<file path="src/rtl/pattern_pack_pkg.sv">
// Shared definitions for the pattern-pack protocol (sender and receiver ends).
package pattern_pack_pkg;

  localparam int unsigned DATA_BIT_DEF = 32;

  // Bytes per pack: output pattern + freq pattern + control byte.
  function automatic int unsigned pack_num(input int unsigned data_bit);
    return (data_bit / 8) * 2 + 1;
  endfunction

  // Byte index where the freq pattern starts.
  function automatic int unsigned freq_base(input int unsigned data_bit);
    return data_bit / 8;
  endfunction

  // Byte index of the control byte (always last).
  function automatic int unsigned ctrl_idx(input int unsigned data_bit);
    return pack_num(data_bit) - 1;
  endfunction

  localparam int unsigned PACK_NUM_DEF = pack_num(DATA_BIT_DEF);

  // Byte-order constants for the default pattern width.
  localparam int unsigned OUT_BASE  = 0;
  localparam int unsigned FREQ_BASE = freq_base(DATA_BIT_DEF);
  localparam int unsigned CTRL_IDX  = ctrl_idx(DATA_BIT_DEF);

  // Serializer FSM encoding.
  localparam int unsigned ST_W = 3;
  localparam logic [ST_W-1:0] ST_IDLE = 3'd0;
  localparam logic [ST_W-1:0] ST_SEND = 3'd1;
  localparam logic [ST_W-1:0] ST_WAIT = 3'd2;
  localparam logic [ST_W-1:0] ST_GAP  = 3'd3;
  localparam logic [ST_W-1:0] ST_DONE = 3'd4;

endpackage

</file>
<file path="src/rtl/pattern_pack_tx.sv">
// Host-side pack serializer: snapshots out/freq patterns and a control byte,
// then streams them LS-byte-first into a UART tx byte port, paced by tx-done.
module pattern_pack_tx
  import pattern_pack_pkg::*;
#(
  parameter int unsigned DATA_BIT   = DATA_BIT_DEF,
  parameter int unsigned PACK_NUM   = pack_num(DATA_BIT),
  parameter int unsigned GAP_CYCLES = 0
) (
  input  logic                clk,
  input  logic                rst_n,
  input  logic                i_start,
  input  logic                i_abort,
  input  logic [DATA_BIT-1:0] i_out_pattern,
  input  logic [DATA_BIT-1:0] i_freq_pattern,
  input  logic [7:0]          i_ctrl,
  input  logic                i_tx_done_tick,
  output logic                o_tx_start,
  output logic [7:0]          o_tx_data,
  output logic                o_busy,
  output logic                o_done_tick
);

  localparam int unsigned SHADOW_W = PACK_NUM * 8;
  localparam int unsigned IDX_W    = (PACK_NUM > 1) ? $clog2(PACK_NUM) : 1;
  localparam int unsigned SEL_W    = IDX_W + 3;
  localparam int unsigned GAP_W    = (GAP_CYCLES > 0) ? $clog2(GAP_CYCLES + 1) : 1;
  localparam int unsigned GAP_LAST = (GAP_CYCLES > 0) ? GAP_CYCLES - 1 : 0;
  localparam int unsigned OUT_LSB  = OUT_BASE * 8;
  localparam int unsigned FREQ_LSB = freq_base(DATA_BIT) * 8;
  localparam int unsigned CTRL_LSB = (PACK_NUM - 1) * 8;

  localparam logic [IDX_W-1:0] LAST_IDX = IDX_W'(PACK_NUM - 1);
  localparam logic [GAP_W-1:0] GAP_END  = GAP_W'(GAP_LAST);

  logic [ST_W-1:0]     state, state_nxt;
  logic [IDX_W-1:0]    byte_idx, idx_nxt;
  logic [GAP_W-1:0]    gap_cnt, gap_nxt;
  logic [SHADOW_W-1:0] shadow, shadow_nxt;
  logic [SHADOW_W-1:0] capture_c;
  logic [SEL_W-1:0]    sel_c;

  logic       tx_start_nxt;
  logic [7:0] tx_data_nxt;
  logic       busy_nxt;
  logic       done_nxt;

  // Assemble the pack image from the live inputs (byte 0 in the LSBs).
  always_comb begin
    capture_c = '0;
    capture_c[OUT_LSB  +: DATA_BIT] = i_out_pattern;
    capture_c[FREQ_LSB +: DATA_BIT] = i_freq_pattern;
    capture_c[CTRL_LSB +: 8]        = i_ctrl;
  end

  // Next-state logic; abort from any busy state overrides everything.
  always_comb begin
    state_nxt  = state;
    idx_nxt    = byte_idx;
    gap_nxt    = gap_cnt;
    shadow_nxt = shadow;

    case (state)
      ST_IDLE: begin
        if (i_start && !i_abort) begin
          state_nxt  = ST_SEND;
          shadow_nxt = capture_c;
          idx_nxt    = '0;
        end
      end
      ST_SEND: begin
        state_nxt = ST_WAIT;
      end
      ST_WAIT: begin
        if (i_tx_done_tick) begin
          if (byte_idx == LAST_IDX) begin
            state_nxt = ST_DONE;
          end else begin
            idx_nxt = byte_idx + IDX_W'(1);
            if (GAP_CYCLES > 0) begin
              state_nxt = ST_GAP;
              gap_nxt   = '0;
            end else begin
              state_nxt = ST_SEND;
            end
          end
        end
      end
      ST_GAP: begin
        if (gap_cnt == GAP_END) begin
          state_nxt = ST_SEND;
        end else begin
          gap_nxt = gap_cnt + GAP_W'(1);
        end
      end
      ST_DONE: begin
        state_nxt = ST_IDLE;
      end
      default: begin
        state_nxt = ST_IDLE;
      end
    endcase

    if (i_abort && (state != ST_IDLE)) begin
      state_nxt = ST_IDLE;
      idx_nxt   = '0;
    end
  end

  // Output values for the coming cycle, derived from the state being entered.
  always_comb begin
    sel_c        = SEL_W'({idx_nxt, 3'b000});
    tx_start_nxt = (state_nxt == ST_SEND);
    busy_nxt     = (state_nxt != ST_IDLE);
    done_nxt     = (state_nxt == ST_DONE);
    tx_data_nxt  = o_tx_data;
    if (state_nxt == ST_SEND) begin
      tx_data_nxt = shadow_nxt[sel_c +: 8];
    end
  end

  // State, byte index, gap counter and shadow register.
  always_ff @(posedge clk or negedge rst_n) begin
    if (!rst_n) begin
      state    <= ST_IDLE;
      byte_idx <= '0;
      gap_cnt  <= '0;
      shadow   <= '0;
    end else begin
      state    <= state_nxt;
      byte_idx <= idx_nxt;
      gap_cnt  <= gap_nxt;
      shadow   <= shadow_nxt;
    end
  end

  // Registered outputs.
  always_ff @(posedge clk or negedge rst_n) begin
    if (!rst_n) begin
      o_tx_start  <= 1'b0;
      o_tx_data   <= 8'h00;
      o_busy      <= 1'b0;
      o_done_tick <= 1'b0;
    end else begin
      o_tx_start  <= tx_start_nxt;
      o_tx_data   <= tx_data_nxt;
      o_busy      <= busy_nxt;
      o_done_tick <= done_nxt;
    end
  end

endmodule

</file>
<file path="config.mk">
export PLATFORM = sky130hd
export DESIGN_NAME = pattern_pack_tx
export DESIGN_NICKNAME = d
export VERILOG_FILES = /design/src/rtl/pattern_pack_pkg.sv /design/src/rtl/pattern_pack_tx.sv
export SDC_FILE = /design/constraint.sdc
export NUM_CORES = 1
export LEC_CHECK = 0
export CORE_MARGIN = 5
export CORE_UTILIZATION = 46
export DETAILED_ROUTE_END_ITERATION = 10
export PLACE_DENSITY = 0.76
export SETUP_SLACK_MARGIN = 0.1
export SYNTH_ARGS = -nofsm -noshare
export SYNTH_HDL_FRONTEND = slang
export SYNTH_SLANG_ARGS = --single-unit
</file>
<file path="constraint.sdc">
create_clock -name clk -period 2.37 [get_ports clk]
set_input_delay 0.474 -clock clk [delete_from_list [all_inputs] [get_ports clk]]
set_output_delay 0.474 -clock clk [all_outputs]
set_load 0.1 [all_outputs]
</file>
* Word level (Yosys, flattened, before mapping)
Cells that the tools add are included.
** Cells by class
- $add $sub $neg :: 2
- Equality and inequality tests :: 6
- Shift operators :: 1
- Mux-type cells :: 14
- Reductions and logical operators :: 6
** Operators with widths (number)
- $mux 72 :: 2
- $shiftx 72x8->8 :: 1
- $mux 4 :: 4
- $mux 3 :: 5
- $pmux 3 s4 :: 1
- $pmux 4 s2 :: 1
- $eq 3x1->1 const B :: 2
- $eq 3x2->1 const B :: 2
- $reduce_bool 3->1 :: 2
- $add 4x1->4 const B :: 1
- $eq 4x4->1 const B :: 1
- $eq 3x3->1 const B :: 1
- $logic_not 3->1 :: 1
- $logic_and 1x1->1 :: 2
- $add 1x1->1 const B :: 1
- $logic_not 1->1 :: 1
- $mux 1 :: 1
** Word-level totals
- Flip-flop bits (word level) :: 91
- Input port bits :: 77
- Output and inout port bits :: 11
- Word-level logic and storage cells :: 37

* Depth between registers and ports, before layout
Gate-level depths: netlist (run 1).
- Depth after elaboration :: 6
- Depth in mapped cells :: 10
- Mapped depth without buffers :: 10

* Least setup slack after synthesis (run 1)
No wires, ideal clock.
- Path kind :: flip-flop to flip-flop
- From :: reg state[2]
- To :: reg o_tx_data[1]
- Setup time :: 126 ps
- Arrival time :: 2424 ps
- Required time :: 2244 ps
- Setup slack :: -180 ps
- Stages on the path, launching flop included :: 10
- Path buffers :: 2
- Period minus slack after synthesis :: 2550 ps
- Path through :: dfrtp_1 > or2_1 > buf_2 > nor3_4 > buf_4 > mux2_2 > mux2_1 > o22ai_1 > a2111oi_0 > a221o_1
** On the way
- Elaborated cells on any way between the ends :: 16
- Those cells by class :: 4 x eq/ne; 1 x shift; 8 x mux; 3 x reduce/logical
** RTL lines
- start, declared :: line pattern_pack_tx.sv:36 : logic [ST_W-1:0] state, state_nxt;
- start signal, assigned :: line pattern_pack_tx.sv:130 : state <= state_nxt;
- $logic_not 3->1 :: line pattern_pack_tx.sv:63 : case (state)
- $mux 72 :: line pattern_pack_tx.sv:63
- named net shadow_nxt[49] :: line pattern_pack_tx.sv:39 : logic [SHADOW_W-1:0] shadow, shadow_nxt;
- $shiftx 72x8->8 :: line pattern_pack_tx.sv:118 : tx_data_nxt = shadow_nxt[sel_c +: 8];
- end signal, assigned :: line pattern_pack_tx.sv:146 : o_tx_data <= tx_data_nxt;
- end, declared :: line pattern_pack_tx.sv:19 : output logic [7:0] o_tx_data,
The timed path passes the listed nets, and every way through them passes these cells.
A chain may end at the register's enable or synchronous reset.

* Worst setup path in the final report (run 1)
- From :: reg state[0]
- To :: reg o_tx_data[7]
** On the way
- Word-level cells in the longest chain between the ends :: 4
- Elaborated cells on any way between the ends :: 16
- Those cells by class :: 4 x eq/ne; 1 x shift; 8 x mux; 3 x reduce/logical
** Ends and longest elaborated chain
- $eq 3x2->1, or another cell as far along :: line pattern_pack_tx.sv:63
- $pmux 4 s2, or another cell as far along :: line pattern_pack_tx.sv:63
- $mux 4 or $mux 3 (tied branches) :: line pattern_pack_tx.sv:104 : if (i_abort && (state != ST_IDLE)) begin
- $shiftx 72x8->8 or $eq 3x1->1 (tied branches) :: line pattern_pack_tx.sv:118, pattern_pack_tx.sv:117
Parallel ways exist; a longest one is shown, timed or not.

==> results by group, run 1 <==
Global route
  • Total track usage: 0.1855
  • Initial antenna violation count: 0
  • Aggregate global routing overflow: 0
  • Vias in the first global route: 3204
  • First-pass GRT wire length: 16.27 mm
  • Largest net degree at the start of global routing: between 50 and 60

Clock network
  • CTS H-tree lvls: 3
  • Root Buffer: clkbuf_8
  • CTS tree: yes
  • Clock-pin slew on the worst setup and hold paths: 0.09 ns
  • Max Buffers Root-to-Sink: 2
  • Clock Latency Late Sink: 0.37 ns
  • Num CTS Buffers: 9
  • CTS Sinks: 90

Logic synthesis
  • Synthesized area: 4178 um^2
  • Synthesis warning total: 0
  • Avg Inst Size Synth: ~14 um^2
  • Number of flops mapped to enable cells by yosys: 0
  • Sequential area share after synthesis: 0.5391
  • Post-Syn Nets: about 380
  • Cells after synthesis: ~300
  • Flops & latches, synth: 90
  • Synth cell types: 40
  • FFs w/ async S/R, synth: 1.000
  • Top FF cell, synth: dfrtp_1

Finish
  • Most frequent cells in the layout: dfrtp_1, clkdlybuf4s50_1, buf_4
  • Layout Nets: 545
  • Fillers: roughly 580
  • Share of layout cells above drive strength 1: 0.4553
  • Area Overhead vs Synth: 50.94%
  • Final cell count without fillers: 578
  • Commonest non-fill, non-tap cell in the layout: dfrtp_1
  • Ant diodes: 0

Worst setup path
  • Critical Path End: o_tx_data[7]
  • Slowest stage delay, CP: 0.41 ns
  • CP Capture Type: flop
  • Reg-to-reg startpoint: state[0]
  • Worst Reg-to-Reg Cells: 11
  • Worst path slowest cell: a2111oi_1
  • CP Cell Sequence: or2_4, buf_4, o21ai_2, o211ai_4, buf_6, buf_12, buf_6, mux2i_1, nor2b_2, a2111oi_1, a221o_1
  • R2R setup slack: -0.22 ns
  • Crit path arrival time: 2.89 ns
  • Reg2reg end: o_tx_data[7]
  • Crit Path Max Fanout: 5
  • Critical path class: flop to flop
  • CP Launch Point: state[0]
  • Req. time, crit path: ~2.7 ns
  • Crit path launch type: flop
  • Crit path top cell by count: buf_6

STA
  • Clk_skew: 0.01258 ns
  • Final hold slack: between 0.1 and 0.15 ns
  • Final setup violation count: 8
  • Final Max Slew Viols: 0
  • RSZ-0062 raised after global routing: yes
  • Max-slew headroom: 0.5683
  • Worst Tran Pin Value: between 0.6 and 0.7 ns
  • F_max: between 0.3 and 0.4 GHz
  • Final clock period utilization by the worst path: 1.095
  • Slack of the critical path: -0.2240 ns
  • Final hold violation count: 0
  • Fin crit period: about 2.6 ns

Route
  • DR iter-0 viols: 152
  • ANT nets after route: 0
  • Pre-antenna DRT Iters: 4
  • Vias after detailed routing: 3169
  • WL final: 11.63 mm
  • Wire length per cell: ~20 um
  • DRC errors left: 0
  • Via-to-Cell Ratio: between 5 and 6

Pwr
  • Final total power: 5063 uW
  • Logic pwr share: 0.394
  • Sw frac: 0.3480
  • Max VDD drop: between 700 and 800 uV
  • Power Density: between 800 and 900 nW/um^2
  • Clock Power Share: 0.203
  • Power Internal: 3301 uW
  • Leak: 0.002820 uW
  • Seq pwr share: 0.403
  • NetSw: 1762 uW

Floorplan
  • IO Count: 88
  • Die height: 105.3 um
  • FP Rows: 34
  • Core area: around 9000 um^2
  • Die width: 105.3 um
  • Initial core utilization: 0.4744
  • Die area: around 11000 um^2

Job
  • Maxcap violations: 0

Placement
  • Gpl congestion: approximately 0.82
  • Post-DP HPWL: approximately 7.4 mm
  • Placed Instances: between 500 and 600
  • Port bufs: slightly below 90

Run status
  • Status: complete, but fails checks
  • Failing checks: setup timing

Worst hold path
  • Hold Crit Class: input port to async pin
[sequential cells by signal (all words and copies together) (netlist names)]
| signal | count |
|---|---|
| o_tx_data | 8 |
| o_done_tick | 1 |
| o_busy | 1 |
| state | 3 |
| byte_idx | 4 |
| shadow | 72 |
| o_tx_start | 1 |
[logic make-up after synthesis]
logic type      share of synthesized area
fa+ha+maj                        0.005989
flops                              0.5391
buf+inv                           0.02845
compound gates                    0.07727
xor+xnor                         0.002097
mux                                0.2779
simple gates                      0.06919
[cell type report]
type	count	area, um^2	share of cell area
repair buffers	163	1600	0.2538
flip-flops and latches	90	2253	0.3573
clock inverters	4	53.80	0.008532
clock buffers	11	131.4	0.02083
well taps	108	135.1	0.02143
inverters	5	18.77	0.002976
multi-input cells	197	2113	0.3351
[how the worst min path moves through the flow]
stage / from / to / slack (ns) / depth (start not counted)
4_1_cts: rst_n / shadow[29] / 0.15 / 1
6_report: rst_n / shadow[29] / 0.13 / 1
3_3_place_gp: shadow[56] / shadow[56] / 0.46 / 1
3_5_place_dp: shadow[17] / shadow[17] / 0.47 / 1
2_1_floorplan: rst_n / byte_idx[0] / 0.18 / 0
5_1_grt: rst_n / shadow[28] / 0.19 / 1
[worst max-delay path, delay by kind of cell (launching register included)]
kind | cells | cell delay [ns]
AOI/OAI and AO/OA | 4 | 1.01
buffers and inverters | 4 | 0.56
and+or+nand+nor | 2 | 0.44
DFF | 1 | 0.40
muxes | 1 | 0.11
[cell usage after synthesis (3+ instances only)]
cell        n  area, um^2
nor3_1      4       20.02
dfrtp_1    90        2252
a221o_1     8       80.08
mux2_2     49       551.8
o21ai_0     3       15.01
buf_6       4       45.04
mux2_1     39       439.2
o22ai_1     8       50.05
a21oi_1     3       15.01
inv_1       5       18.77
nor2b_1     8       50.05
buf_4       5       37.54
mux2i_1    17       170.2
a2111oi_0   8       70.07
and2_1     10       62.56
nor2_1      5       18.77
nand3_1     3       15.01
nand2_1     6       22.52
[layer usage]
layer  up-vias  global-route usage  routed length [um]
met2        88              0.3101                6096
li1       1456                   -                   -
met4         0             0.04780                 144
met3        14             0.03729                 680
met1      1611              0.2479                4707
met5         -                   0                   0
[metrics by stage]
stage               cell area, um^2  setup WS (ns)    util  TNS, ns
floorplan                      4195        -0.1134       -  -0.7448
global placement               5451        -0.6247  0.6191   -4.697
detailed placement             5451        -0.6152  0.6191   -4.796
CTS                            5728        -0.1547  0.6505   -1.081
global route                   6306        -0.3356  0.7161   -2.097
finish                         6306        -0.2240  0.7161   -1.427
[what timing repair did]
item / CTS / global route
cloned: 1 / 3
hold buffers: 0 / 0
endpoints found under the setup margin: 8 / 8
resized for setup: 10 / 94
pin swaps: 1 / 12
buffers inserted: 3 / 26
[power groups by stage]
stage	sequential [uW]	combinational, uW	clock (uW)
floorplan	2470	671	0
global placement	2050	1600	0
CTS	2030	1660	1030
finish	2040	1990	1030
global route	2070	2100	1100
detailed placement	2060	1630	0
Power figures use the tool's default switching activity.
==> run 2: changes to the inputs <==
--- a/config.mk
+++ b/config.mk
@@ -9,6 +9,7 @@
 export CORE_UTILIZATION = 46
 export DETAILED_ROUTE_END_ITERATION = 10
 export PLACE_DENSITY = 0.76
+export REMOVE_ABC_BUFFERS = 1
 export SETUP_SLACK_MARGIN = 0.1
 export SYNTH_ARGS = -nofsm -noshare
 export SYNTH_HDL_FRONTEND = slang
==> results by group, run 2 (synthesis gave the netlist of run 1 again) <==
Global route
  • Aggregate global routing overflow: 0 (unchanged)
  • Vias in the first global route: 3556 (+11%)
  • Initial antenna violation count: 0 (unchanged)
  • First-pass GRT wire length: 19.12 mm (+18%)
  • Total track usage: 0.2187 (+0.03321)
  • Largest net degree at the start of global routing: 62 (+19%)

Floorplan
  • Die height: 105.3 um (unchanged)
  • Core area: 8806 um^2 (unchanged)
  • Die area: 11090 um^2 (unchanged)
  • Die width: 105.3 um (unchanged)
  • IO Count: 88 (unchanged)
  • FP Rows: 34 (unchanged)
  • Initial core utilization: 0.4744 (unchanged)

Finish
  • Share of layout cells above drive strength 1: 0.4668 (+0.01149)
  • Top reg by flops: shadow
  • Finished Core Util: 0.7234 (+0.007246)
  • Final cell count without fillers: 575 (-0.52%)
  • Ant diodes: 0 (unchanged)
  • Most frequent cells in the layout: dfrtp_1, clkdlybuf4s50_1, buf_4
  • Layout Nets: 541 (-0.73%)
  • Register area: 2253 um^2 (unchanged)
  • Largest registers: shadow x72, o_tx_data x8, byte_idx x4
  • Largest register FFs: 72 (unchanged)
  • Commonest non-fill, non-tap cell in the layout: dfrtp_1
  • Fillers: 573 (-0.35%)
  • Multi-input logic area: 2160 um^2 (+2.2%)
  • Area Overhead vs Synth: 52.47%

Worst setup path
  • Worst path slowest cell: dfrtp_1
  • Crit path launch type: flop
  • Crit Path Max Fanout: 7 (+2)
  • Slowest stage delay, CP: 0.39 ns (-0.02 ns)
  • CP Cell Sequence: buf_4, and4bb_2, a21oi_2, o211ai_4, buf_6, buf_12, mux2_1, o22ai_2, a2111oi_1, a221o_1
  • CP Capture Type: flop
  • Req. time, crit path: 2.61 ns (-0.06 ns)
  • Crit path arrival time: 2.70 ns (-0.19 ns)
  • Critical path class: flop to flop
  • Worst Reg-to-Reg Cells: 10 (-1)

Clock network
  • Clock-pin slew on the worst setup and hold paths: 0.10 ns (about the same)
  • CTS H-tree lvls: 3 (unchanged)
  • CTS tree: yes
  • Num CTS Buffers: 9 (unchanged)
  • CTS Sinks: 90 (unchanged)
  • Hold buffer count at cts: 0 (unchanged)
  • Max Buffers Root-to-Sink: 2 (unchanged)
  • Root Buffer: clkbuf_8
  • Clock Latency Late Sink: 0.37 ns (about the same)

Job
  • Maxcap violations: 0 (unchanged)

Placement
  • Post-DP HPWL: 7.198 mm (-3.0%)
  • Gpl congestion: 0.8656 (+5.8%)
  • Port bufs: 87 (unchanged)
  • Placed Instances: 530 (unchanged)

STA
  • Clk_skew: 0.01298 ns (+0.0003985 ns)
  • Final setup violation count: 8 (unchanged)
  • Final hold violation count: 0 (unchanged)
  • Slack of the critical path: -0.08406 ns (+0.1400 ns)
  • F_max: 0.4075 GHz (+5.7%)
  • Worst Tran Pin Value: 0.4139 ns (-0.2336 ns)
  • Setup TNS: -0.4465 ns (+0.9801 ns)
  • Max-slew headroom: 0.7229 (+0.1545)
  • RSZ-0062 raised after global routing: yes
  • Final clock period utilization by the worst path: 1.035 (-0.05906)
  • Final Max Slew Viols: 0 (unchanged)
  • Final hold slack: 0.03491 ns (-0.09113 ns)
  • Fin crit period: 2.454 ns (-0.1400 ns)

Route
  • ANT nets after route: 0 (unchanged)
  • Vias after detailed routing: 3174 (+0.16%)
  • Via-to-Cell Ratio: 5.520 (+0.68%)
  • WL final: 11.60 mm (-0.22%)
  • Pre-antenna DRT Iters: 4 (unchanged)
  • DRC errors left: 0 (unchanged)
  • Wire length per cell: 20.18 um (+0.30%)
  • DR iter-0 viols: 215 (+41%)

Worst hold path
  • Hold Crit Class: input port to async pin

Run status
  • Failing checks: setup timing
  • Status: complete, but fails checks

Pwr
  • Power Density: 805.5 nW/um^2 (+0.34%)
  • Leak: 0.002870 uW (+1.8%)
  • Max VDD drop: 442.6 uV (-38%)
run 2: what timing repair did:
item,4_1_cts,5_1_grt
buffers inserted,24,0
pin swaps,17,2
resized for setup,103,14
cloned,5,0
endpoints found under the setup margin,8,9
run 2: cell type report:
cell class	count	area share
flip-flops and latches	90	0.3538
multi-input cells	197	0.3390
repair buffers	159	0.2514
clock buffers	10	0.02161
well taps	108	0.02121
clock inverters	6	0.01002
inverters	5	0.002946
run 2: final timing paths:
check | start | end | slack (ns)
hold reg to reg | shadow[19] | shadow[19] | 0.49
min in group clk | shadow[19] | shadow[19] | 0.49
hold / removal | rst_n | shadow[57] | 0.03
max in group asynchronous | rst_n | state[1] | 1.65
setup / recovery | state[0] | o_tx_data[0] | -0.08
setup reg to reg | state[0] | o_tx_data[0] | -0.08
run 2: power by group:
| part | internal (uW) | switching [uW] |
|---|---|---|
| combinational | 956 | 1060 |
| sequential | 1890 | 140 |
| clock | 516 | 565 |
| total | 3360 | 1770 |
run 2: worst max-delay path: cells and delay by family, from the launching register on:
kind            cells  cell delay [ns]
mux                 1             0.35
buf+inv             3             0.42
simple gates        1             0.35
compound gates      5             0.82
flops               1             0.39
run 2: per-stage QoR:
step | worst slack (ns) | power [uW] | instance area (um^2)
6_report | -0.08406 | 5131 | 6370
3_5_place_dp | -0.5859 | 3670 | 5435
3_3_place_gp | -0.5213 | 3617 | 5435
4_1_cts | -0.02249 | 5089 | 6306
5_1_grt | -0.1922 | 5359 | 6370
2_1_floorplan | -1.620 | 3107 | 4078
run 2: metal layers:
| layer | part of all wire | up-vias | global-route usage |
|---|---|---|---|
| li1 | - | 1452 | - |
| met1 | 0.43 | 1602 | 0.2798 |
| met2 | 0.50 | 100 | 0.3679 |
| met3 | 0.052 | 20 | 0.04768 |
| met4 | 0.020 | 0 | 0.07498 |
| met5 | 0 | - | 0 |
